<file path="src/rtl/spi_flash_pkg.sv">
// Shared definitions for the SPI flash responder: opcodes, FSM states
// and the number of address bytes in a read command.
package spi_flash_pkg;

    localparam logic [7:0] OP_READ = 8'h03;
    localparam logic [7:0] OP_RDSR = 8'h05;
    localparam logic [7:0] OP_RDID = 8'h9F;

    localparam int unsigned ADDR_BYTES = 3;

    typedef enum logic [2:0] {
        ST_IDLE,
        ST_CMD,
        ST_ADDR,
        ST_READ,
        ST_STAT,
        ST_ID,
        ST_IGNORE
    } state_t;

endpackage

</file>
<file path="src/rtl/spi_pin_sync.sv">
// Two-flop synchronizers for the SPI pins plus SCK edge pulses.
// Ports: clk, rst (sync, active high), ss/sck/mosi (async pins),
//        ss_sync/mosi_sync (synchronized), sck_rise/sck_fall (1-clk pulses).
module spi_pin_sync (
    input  logic clk,
    input  logic rst,
    input  logic ss,
    input  logic sck,
    input  logic mosi,
    output logic ss_sync,
    output logic mosi_sync,
    output logic sck_rise,
    output logic sck_fall
);

    logic [1:0] ss_ff;
    logic [1:0] sck_ff;
    logic [1:0] mosi_ff;
    logic       sck_q;

    // ss resets to "selected" so a chip select that is already low when
    // reset drops is never mistaken for a fresh deselect/select cycle.
    always_ff @(posedge clk) begin
        if (rst) begin
            ss_ff   <= 2'b00;
            sck_ff  <= 2'b00;
            mosi_ff <= 2'b00;
            sck_q   <= 1'b0;
        end else begin
            ss_ff   <= {ss_ff[0], ss};
            sck_ff  <= {sck_ff[0], sck};
            mosi_ff <= {mosi_ff[0], mosi};
            sck_q   <= sck_ff[1];
        end
    end

    assign ss_sync   = ss_ff[1];
    assign mosi_sync = mosi_ff[1];
    assign sck_rise  = sck_ff[1] & ~sck_q;
    assign sck_fall  = ~sck_ff[1] & sck_q;

endmodule

</file>
<file path="src/rtl/spi_flash_responder.sv">
// SPI mode-0 responder emulating a minimal serial flash (READ, RDSR, RDID).
// Ports: clk, rst, spi_ss/spi_sck/spi_mosi in, spi_miso/spi_miso_oe out,
//        mem_addr/mem_rd/mem_data sync memory port, cmd_valid/cmd_byte, busy.
// Build option: SPI_FLASH_RESP_JEDEC_ID_EN enables opcode 0x9F (JEDEC ID).
module spi_flash_responder
    import spi_flash_pkg::*;
#(
    parameter int unsigned ADDR_W     = 8,
    parameter logic [23:0] JEDEC_ID   = 24'hEF4014,
    parameter logic [7:0]  STATUS_VAL = 8'h00
) (
    input  logic              clk,
    input  logic              rst,
    input  logic              spi_ss,
    input  logic              spi_sck,
    input  logic              spi_mosi,
    output logic              spi_miso,
    output logic              spi_miso_oe,
    output logic [ADDR_W-1:0] mem_addr,
    output logic              mem_rd,
    input  logic [7:0]        mem_data,
    output logic              cmd_valid,
    output logic [7:0]        cmd_byte,
    output logic              busy
);

    logic ss_sync;
    logic mosi_sync;
    logic sck_rise;
    logic sck_fall;

    spi_pin_sync u_sync (
        .clk       (clk),
        .rst       (rst),
        .ss        (spi_ss),
        .sck       (spi_sck),
        .mosi      (spi_mosi),
        .ss_sync   (ss_sync),
        .mosi_sync (mosi_sync),
        .sck_rise  (sck_rise),
        .sck_fall  (sck_fall)
    );

    state_t            state;
    logic [2:0]        bit_cnt;
    logic [2:0]        tx_cnt;
    logic [1:0]        byte_cnt;
    logic [6:0]        rx_sr;
    logic [7:0]        tx_sr;
    logic [7:0]        tx_hold;
    logic [ADDR_W-1:0] addr;
    logic              rd_q;
    logic              armed;

    logic [7:0]        rx_next;
    logic [ADDR_W-1:0] addr_next;
    logic [7:0]        tx_byte;

    assign rx_next   = {rx_sr, mosi_sync};
    assign addr_next = {addr[ADDR_W-2:0], mosi_sync};

`ifdef SPI_FLASH_RESP_JEDEC_ID_EN
    logic [7:0] id_byte;

    always_comb begin
        case (byte_cnt)
            2'd0:    id_byte = JEDEC_ID[23:16];
            2'd1:    id_byte = JEDEC_ID[15:8];
            2'd2:    id_byte = JEDEC_ID[7:0];
            default: id_byte = 8'h00;
        endcase
    end
`else
    logic unused_jedec;
    assign unused_jedec = ^{JEDEC_ID, OP_RDID};
`endif

    // Byte loaded into the TX shifter at the first fall of each byte.
    always_comb begin
        tx_byte = 8'h00;
        case (state)
            ST_READ: tx_byte = tx_hold;
            ST_STAT: tx_byte = STATUS_VAL;
`ifdef SPI_FLASH_RESP_JEDEC_ID_EN
            ST_ID:   tx_byte = id_byte;
`endif
            default: tx_byte = 8'h00;
        endcase
    end

    always_ff @(posedge clk) begin
        if (rst) begin
            state       <= ST_IDLE;
            bit_cnt     <= 3'd0;
            tx_cnt      <= 3'd0;
            byte_cnt    <= 2'd0;
            rx_sr       <= 7'd0;
            tx_sr       <= 8'h00;
            tx_hold     <= 8'h00;
            addr        <= '0;
            rd_q        <= 1'b0;
            armed       <= 1'b0;
            spi_miso    <= 1'b0;
            spi_miso_oe <= 1'b0;
            mem_addr    <= '0;
            mem_rd      <= 1'b0;
            cmd_valid   <= 1'b0;
            cmd_byte    <= 8'h00;
            busy        <= 1'b0;
        end else begin
            mem_rd    <= 1'b0;
            cmd_valid <= 1'b0;
            // Memory answers one clk after mem_rd; capture on the next.
            rd_q      <= mem_rd;
            if (rd_q) tx_hold <= mem_data;

            if (ss_sync) begin
                state       <= ST_IDLE;
                armed       <= 1'b1;
                busy        <= 1'b0;
                spi_miso    <= 1'b0;
                spi_miso_oe <= 1'b0;
                bit_cnt     <= 3'd0;
                tx_cnt      <= 3'd0;
                byte_cnt    <= 2'd0;
            end else begin
                if (sck_rise && state != ST_IDLE) begin
                    bit_cnt <= bit_cnt + 3'd1;
                    rx_sr   <= rx_next[6:0];
                end
                case (state)
                    ST_IDLE: begin
                        // Only a select seen after a deselect starts a command.
                        if (armed) begin
                            state <= ST_CMD;
                            busy  <= 1'b1;
                            armed <= 1'b0;
                        end
                    end
                    ST_CMD: begin
                        if (sck_rise && bit_cnt == 3'd7) begin
                            cmd_valid <= 1'b1;
                            cmd_byte  <= rx_next;
                            tx_cnt    <= 3'd0;
                            byte_cnt  <= 2'd0;
                            case (rx_next)
                                OP_READ: state <= ST_ADDR;
                                OP_RDSR: begin
                                    state       <= ST_STAT;
                                    spi_miso_oe <= 1'b1;
                                end
`ifdef SPI_FLASH_RESP_JEDEC_ID_EN
                                OP_RDID: begin
                                    state       <= ST_ID;
                                    spi_miso_oe <= 1'b1;
                                end
`endif
                                default: state <= ST_IGNORE;
                            endcase
                        end
                    end
                    ST_ADDR: begin
                        if (sck_rise) begin
                            addr <= addr_next;
                            if (bit_cnt == 3'd7) begin
                                byte_cnt <= byte_cnt + 2'd1;
                                if (byte_cnt == 2'(ADDR_BYTES - 1)) begin
                                    mem_rd      <= 1'b1;
                                    mem_addr    <= addr_next;
                                    state       <= ST_READ;
                                    spi_miso_oe <= 1'b1;
                                    tx_cnt      <= 3'd0;
                                    byte_cnt    <= 2'd0;
                                end
                            end
                        end
                    end
                    ST_READ, ST_STAT, ST_ID: begin
                        if (sck_fall) begin
                            tx_cnt <= tx_cnt + 3'd1;
                            if (tx_cnt == 3'd0) begin
                                spi_miso <= tx_byte[7];
                                tx_sr    <= {tx_byte[6:0], 1'b0};
                                // Prefetch the next byte while this one shifts.
                                if (state == ST_READ) begin
                                    mem_rd   <= 1'b1;
                                    mem_addr <= addr + 1'b1;
                                    addr     <= addr + 1'b1;
                                end
                                if (state == ST_ID && byte_cnt != 2'd3)
                                    byte_cnt <= byte_cnt + 2'd1;
                            end else begin
                                spi_miso <= tx_sr[7];
                                tx_sr    <= {tx_sr[6:0], 1'b0};
                            end
                        end
                    end
                    default: ;
                endcase
            end
        end
    end

endmodule

</file>
<file path="config.mk">
export PLATFORM = sky130hd
export DESIGN_NAME = spi_flash_responder
export DESIGN_NICKNAME = d
export VERILOG_FILES = /design/src/rtl/spi_flash_pkg.sv /design/src/rtl/spi_pin_sync.sv /design/src/rtl/spi_flash_responder.sv
export SDC_FILE = /design/constraint.sdc
export NUM_CORES = 1
export LEC_CHECK = 0
export CORE_MARGIN = 4
export CORE_UTILIZATION = 25
export CTS_CLUSTER_DIAMETER = 200
export DETAILED_ROUTE_END_ITERATION = 8
export PLACE_DENSITY = 0.54
export SLEW_MARGIN = 0
export SYNTH_ARGS = -nofsm -noshare
export SYNTH_HDL_FRONTEND = slang
export SYNTH_SLANG_ARGS = --single-unit
</file>
<file path="constraint.sdc">
create_clock -name clk -period 1.8 [get_ports clk]
set_clock_uncertainty 0.1 [all_clocks]
set_input_delay 0.36 -clock clk [delete_from_list [all_inputs] [get_ports clk]]
set_output_delay 0.36 -clock clk [all_outputs]
set_load 0.02 [all_outputs]
</file>
==> impl_metrics.toml, run 1 <==
[cts]
root_buffer = "clkbuf_16"
postCtsHoldBufs = 0
cts_tree = "yes"
cts.sinks = 71
path_clk_slew_ns = 0.06
cts_made_buffers = 9
clock_latency_ns = 0.34
ctsHtreeMaxLevel = 3
cts_max_path_buffers = 2

[setup_path]
max_stage_delay_ns = 0.61
start_kind = "flip-flop"
path_buf_inv = 1
worstPathCellList = "clkdlybuf4s50_1"
cp.arrival_ns = 1.29
crit_slowest_cell = "clkdlybuf4s50_1"
end_kind = "primary output"
critPathKind = "flip-flop to primary output"
cp_data_required_time_ns = 1.34
cpLargestDelayFamily = "buffers and inverters"
cp_max_fo = 2

[place]
place_congestion = 0.772
portBuffers = 33
dp_hpwl_um = 5630
dp.cells = 567
dp_slack_ns = -0.0620

[sta]
hold_viol_final = 0
final-setup-viol-count = 0
worst_pin_slew_ns = 0.448
fmaxAchievable_ghz = 0.573
max_slew_margin_pct = 70.1
whs_ns = 0.187
period_share_pct = 97.0
setup_ws_ns = 0.0542
maxSlewViolCount = 0
rsz0062_at_grt = "true"
fin_crit_ns = 1.75

[run]
drv_cap = 0

[pwr]
p_int_w = 0.00260
pwr_density_cell_mw_per_mm2 = 751
p_comb_share_pct = 3.2
power.switching_w = 0.000723
seqPwrFrac_pct = 47.8
power.ir.vdd_worst_mv = 0.435
total_leakage_power_nw = 1.70
p_sw_share_pct = 21.8
clkPwrFrac_pct = 48.9

[die]
dieArea_mm2 = 0.0149
row_count = 41
die_height_um = 122
core_mm2 = 0.0127
start_util_pct = 25.7
ioPinCount = 34
die_w_um = 122

[detailed_routing]
num_vias = 2663
final_antenna_net_count = 0
dr.pass1.iters = 4
drt-initial-drc-count = 136
wl_um = 7690
drc = 0
wl_per_cell_um = 13.1
viasPerCell = 4.55

[finish]
diodes = 0
fin_nets = 430
fillCellCount = 1295
drive_gt1_share_pct = 22.5
ff_latch_area_mm2 = 0.00143
fin_cells = 585
multi_input_comb_area_mm2 = 0.00177
final_util_pct = 34.9
area.growth.synth_to_final_pct = 35.8

[status]
status = "completed"

[yosys]
ys_ff_latch = 71
synth_flop_cell = "dfxtp_1"
synth_enable_flop_cells = 0
synth-xor-area-share_pct = 0.538
yosys.area_share.simple_pct = 18.7
synth_compound_area_share_pct = 20.4
ys_types = 61
syn_nets = 363
yosys.area_share.adder_pct = 3.46
syn_inst = 341
synth_seq_area_share_pct = 43.7
synth_top_family_by_area = "compound AO/OA/AOI/OAI gates"
synthesis.area_mm2 = 0.00325
synth_area_per_cell_um2 = 9.54
synthArstFlopShare_pct = 0
muxShareOfSynthArea_pct = 8.92
ys_warn_count = 0

[grt]
grt_pass1_vias = 2510
antenna_found_initial = 0
grtUsageTotal_pct = 11.1
grt_max_degree = 34
grt_first_pass_wirelength_um = 12800
overflow = 0

[min_path]
hold_path_class = "input port to flip-flop"
state kept, by name (all words and copies together), names as in the netlist, 2 cells and up:
signal / flops
u_sync.sck_ff: 2
u_sync.mosi_ff: 2
byte_cnt: 2
cmd_byte: 8
mem_addr: 8
rx_sr: 7
tx_sr: 7
bit_cnt: 3
addr: 8
state: 3
u_sync.ss_ff: 2
tx_hold: 8
tx_cnt: 3
cell type report:
class / instances / area share (%)
Multi-Input combinational cell: 241 / 40.0
Clock buffer: 11 / 5.49
Sequential cell: 71 / 32.4
Timing Repair Buffer: 76 / 15.7
Inverter: 9 / 0.764
Clock inverter: 5 / 0.764
Tap cell: 172 / 4.87
synth_stat cells (3+ instances only):
master	n	share of area (%)
nor2b_1	12	2.3
a211oi_2	3	1.2
o21ai_0	5	0.77
mux2i_1	29	8.9
nor2_1	45	5.2
a211oi_1	14	3.2
a22oi_1	6	1.4
clkbuf_1	8	0.92
dfxtp_1	71	44
a311oi_1	4	1.1
buf_2	5	0.77
nor3_1	4	0.62
nand2_1	10	1.2
a21oi_1	29	4.5
nand2b_1	10	1.9
o21a_1	3	0.69
nand3_1	7	1.1
ha_1	9	3.5
inv_1	9	1.0
cells in the final DEF (no fill, tap or decap), types with 9 or more instances in the layout:
cell type        instances
nand2b_1                10
buf_4                   38
inv_1                    9
nand2_1                 10
clkdlybuf4s50_1         26
clkbuf_16                9
a211oi_1                13
a21oi_1                 27
nor2_1                  45
mux2i_1                 29
dfxtp_1                 66
nor2b_1                  9
worst paths after layout:
path | startpoint | to | slack, ns | cells after the start
worst max-delay path | spi_miso | spi_miso | 0.05 | 1
worst min-delay path | rst | u_sync.sck_q | 0.19 | 2
worst max register to register | bit_cnt[0] | mem_addr[5] | 0.08 | 7
worst min register to register | u_sync.sck_ff[0] | u_sync.sck_ff[1] | 0.34 | 1
metrics by stage:
| step | total power (W) | setup TNS (ns) | area, um2 |
|---|---|---|---|
| floorplan | 0.00168 | 0 | 3250 |
| global placement | 0.00173 | 0 | 4020 |
| detailed placement | 0.00173 | -0.451 | 4020 |
| CTS | 0.00339 | 0 | 4330 |
| global route | 0.00345 | -0.00923 | 4420 |
| finish | 0.00332 | 0 | 4420 |
cell families after synthesis:
logic type | count (synthesis)
AO/OA/AOI/OAI | 90
multiplexers | 29
AND/OR/NAND/NOR | 111
XOR/XNOR | 2
buffers and inverters | 29
adder cells (fa/ha/maj) | 9
flip-flops | 71
per-layer routing:
layer	track usage [%]	vias up	share of wire (%)
li1	-	1370	-
met1	14.2	1239	47
met2	16.7	44	46
met3	4.32	10	5.2
met4	4.83	0	1.9
met5	0	-	0
power by group through the flow:
stage | sequential, W | combinational, W | clock [W]
finish | 0.00159 | 0.000107 | 0.00162
global route | 0.00159 | 0.000118 | 0.00174
CTS | 0.00159 | 0.000108 | 0.00169
detailed placement | 0.00162 | 0.000107 | 0
global placement | 0.00162 | 0.000107 | 0
floorplan | 0.00162 | 0.0000546 | 0
timing repair:
action,4_1_cts,5_1_grt
endpoints found under the setup margin,16,29
pin swaps,1,3
gates resized for setup,10,22
cloned,1,0
buffers inserted,0,1
No activity file was read; power rests on OpenSTA's default activity.
==> inputs of run 2 (changes only) <==
CORE_ASPECT_RATIO = 1.25   (was not set)
==> run 2 against run 1 <==
- the run now ends with negative setup slack left
- worst setup slack lost 0.062 ns
- clock power up 18%
- routed wire length up 4.8%
- via count up 1.7%
- die area barely moved
- hold slack better by 0.073 ns
- largest cell class unchanged
- largest power group unchanged
==> impl_metrics.toml, run 2 (same netlist as run 1, synthesis figures left out) <==
[place]
portBuffers = 33
dp_slack_ns = -0.0557
dp.cells = 561
dp_hpwl_um = 5780
place_congestion = 0.869

[detailed_routing]
num_vias = 2708
final_antenna_net_count = 0
wl_per_cell_um = 13.9
drt-initial-drc-count = 79
wl_um = 8050
drc = 0
dr.pass1.iters = 4
viasPerCell = 4.69

[min_path]
hold_path_class = "input port to flip-flop"
min_from = "rst"
min_delay_path_depth = 2
worst_hold_path.endpoint = "mem_addr[1]"

[finish]
drive_gt1_share_pct = 21.2
fin_nets = 428
final_common_cell = "dfxtp_1"
area.growth.synth_to_final_pct = 35.5
diodes = 0
fin_cells = 578
fillCellCount = 1275
final_cell_mix = "65 x dfxtp_1, 45 x nor2_1, 35 x buf_4"

[setup_path]
cp_data_required_time_ns = 1.92
r2r-start = "bit_cnt[1]"
cp.arrival_ns = 1.92
rrSetupSlack_ns = -0.008
critPathKind = "flip-flop to flip-flop"
r2r_end = "cmd_byte[7]"
start_kind = "flip-flop"
reg2reg_depth = 7
end_kind = "flip-flop"
cp_max_fo = 5

[sta]
maxSlewViolCount = 0
period_share_pct = 100
max_slew_margin_pct = 64.4
hold_viol_final = 0
fin_crit_ns = 1.81
final-setup-viol-count = 2
tns_ns = -0.00862
rsz0062_at_grt = "true"
worst_pin_slew_ns = 0.534
setup_ws_ns = -0.00771
fmaxAchievable_ghz = 0.553

[status]
status = "finished with violations"
violations = "negative setup slack"

[grt]
antenna_found_initial = 0
grtUsageTotal_pct = 11.5
grt_pass1_vias = 2749
overflow = 0
grt_first_pass_wirelength_um = 13400
grt_max_degree = 29

[cts]
cts.sinks = 71
cts_made_buffers = 9
clock_latency_ns = 0.33
cts_max_path_buffers = 2
root_buffer = "clkbuf_16"
ctsHtreeMaxLevel = 3
postCtsHoldBufs = 0
cts_tree = "yes"
path_clk_slew_ns = 0.06

[pwr]
total_leakage_power_nw = 1.63
power.ir.vdd_worst_mv = 0.382
power_w = 0.00361
pwr_density_cell_mw_per_mm2 = 819

[die]
row_count = 46
die_w_um = 110
ioPinCount = 34
dieArea_mm2 = 0.0149
start_util_pct = 25.6
core_mm2 = 0.0127
die_height_um = 136

[run]
drv_cap = 0
## run 2: cell count changes in the layout (fill, tap and decap cells not counted), sizes merged, moves of 2 or more
cell and change:
clkdlybuf4s50 +5, dlymetal6s2s -4, buf -2, bufinv +2, clkinv -2
## run 2: where the power goes
group | internal [W] | total (W) | switching [W]
clock network | 0.00124 | 0.00191 | 0.000669
registers | 0.00158 | 0.00159 | 0.00000828
logic | 0.0000492 | 0.000106 | 0.0000568
## run 2: area by class of cell
cell class              count  area (um2)  area share [%]
clock buffers              10         239            5.42
clock inverters             5        81.3            1.84
inverters                   9        33.8           0.766
multi-input cells         241        1740            39.5
flip-flops and latches     71        1430            32.4
well taps                 168         210            4.77
repair buffers             74         676            15.3
## run 2: worst max path at each step
stage	start	to	slack (ns)	cells past startpoint
3_5_place_dp	bit_cnt[1]	cmd_byte[4]	-0.06	7
6_report	bit_cnt[1]	cmd_byte[7]	-0.008	7
4_1_cts	bit_cnt[0]	mem_addr[0]	0.0002	7
2_1_floorplan	bit_cnt[0]	cmd_byte[7]	0.01	7
5_1_grt	bit_cnt[1]	cmd_byte[1]	-0.08	7
3_3_place_gp	bit_cnt[0]	cmd_byte[5]	-0.02	7
## run 2: through the flow
step	hold slack [ns]	utilization (%)	cell area, um2
finish	0.259	34.7	4410
global route	0.260	34.7	4410
CTS	0.252	34.1	4340
detailed placement	0.331	31.5	4000
global placement	0.332	31.5	4000
floorplan	0.314	-	3250
## run 2: critical path: stages, from the launching register on
cell,delay (ns)
dfxtp_2,0.35
ha_4,0.14
ha_4,0.12
nand3b_1,0.09
or4_4,0.52
buf_6,0.16
mux2i_1,0.14
nor2_1,0.06
## run 2: layer usage
layer / share of wire (%) / track usage [%] / wire [um] / vias to the layer above
li1: - / - / - / 1363
met1: 44 / 13.8 / 3510 / 1271
met2: 49 / 18.5 / 3980 / 55
met3: 3.8 / 3.15 / 307 / 19
met4: 3.1 / 5.89 / 252 / 0
met5: 0 / 0 / 0 / -
## run 2: timing repair
| action | CTS | global route |
|---|---|---|
| setup buffers | 0 | 1 |
| endpoints found under the hold margin | 0 | 0 |
| pin swaps | 1 | 5 |
| gates cloned | 1 | 0 |
| resized for setup | 5 | 18 |
| setup endpoints to repair | 8 | 26 |
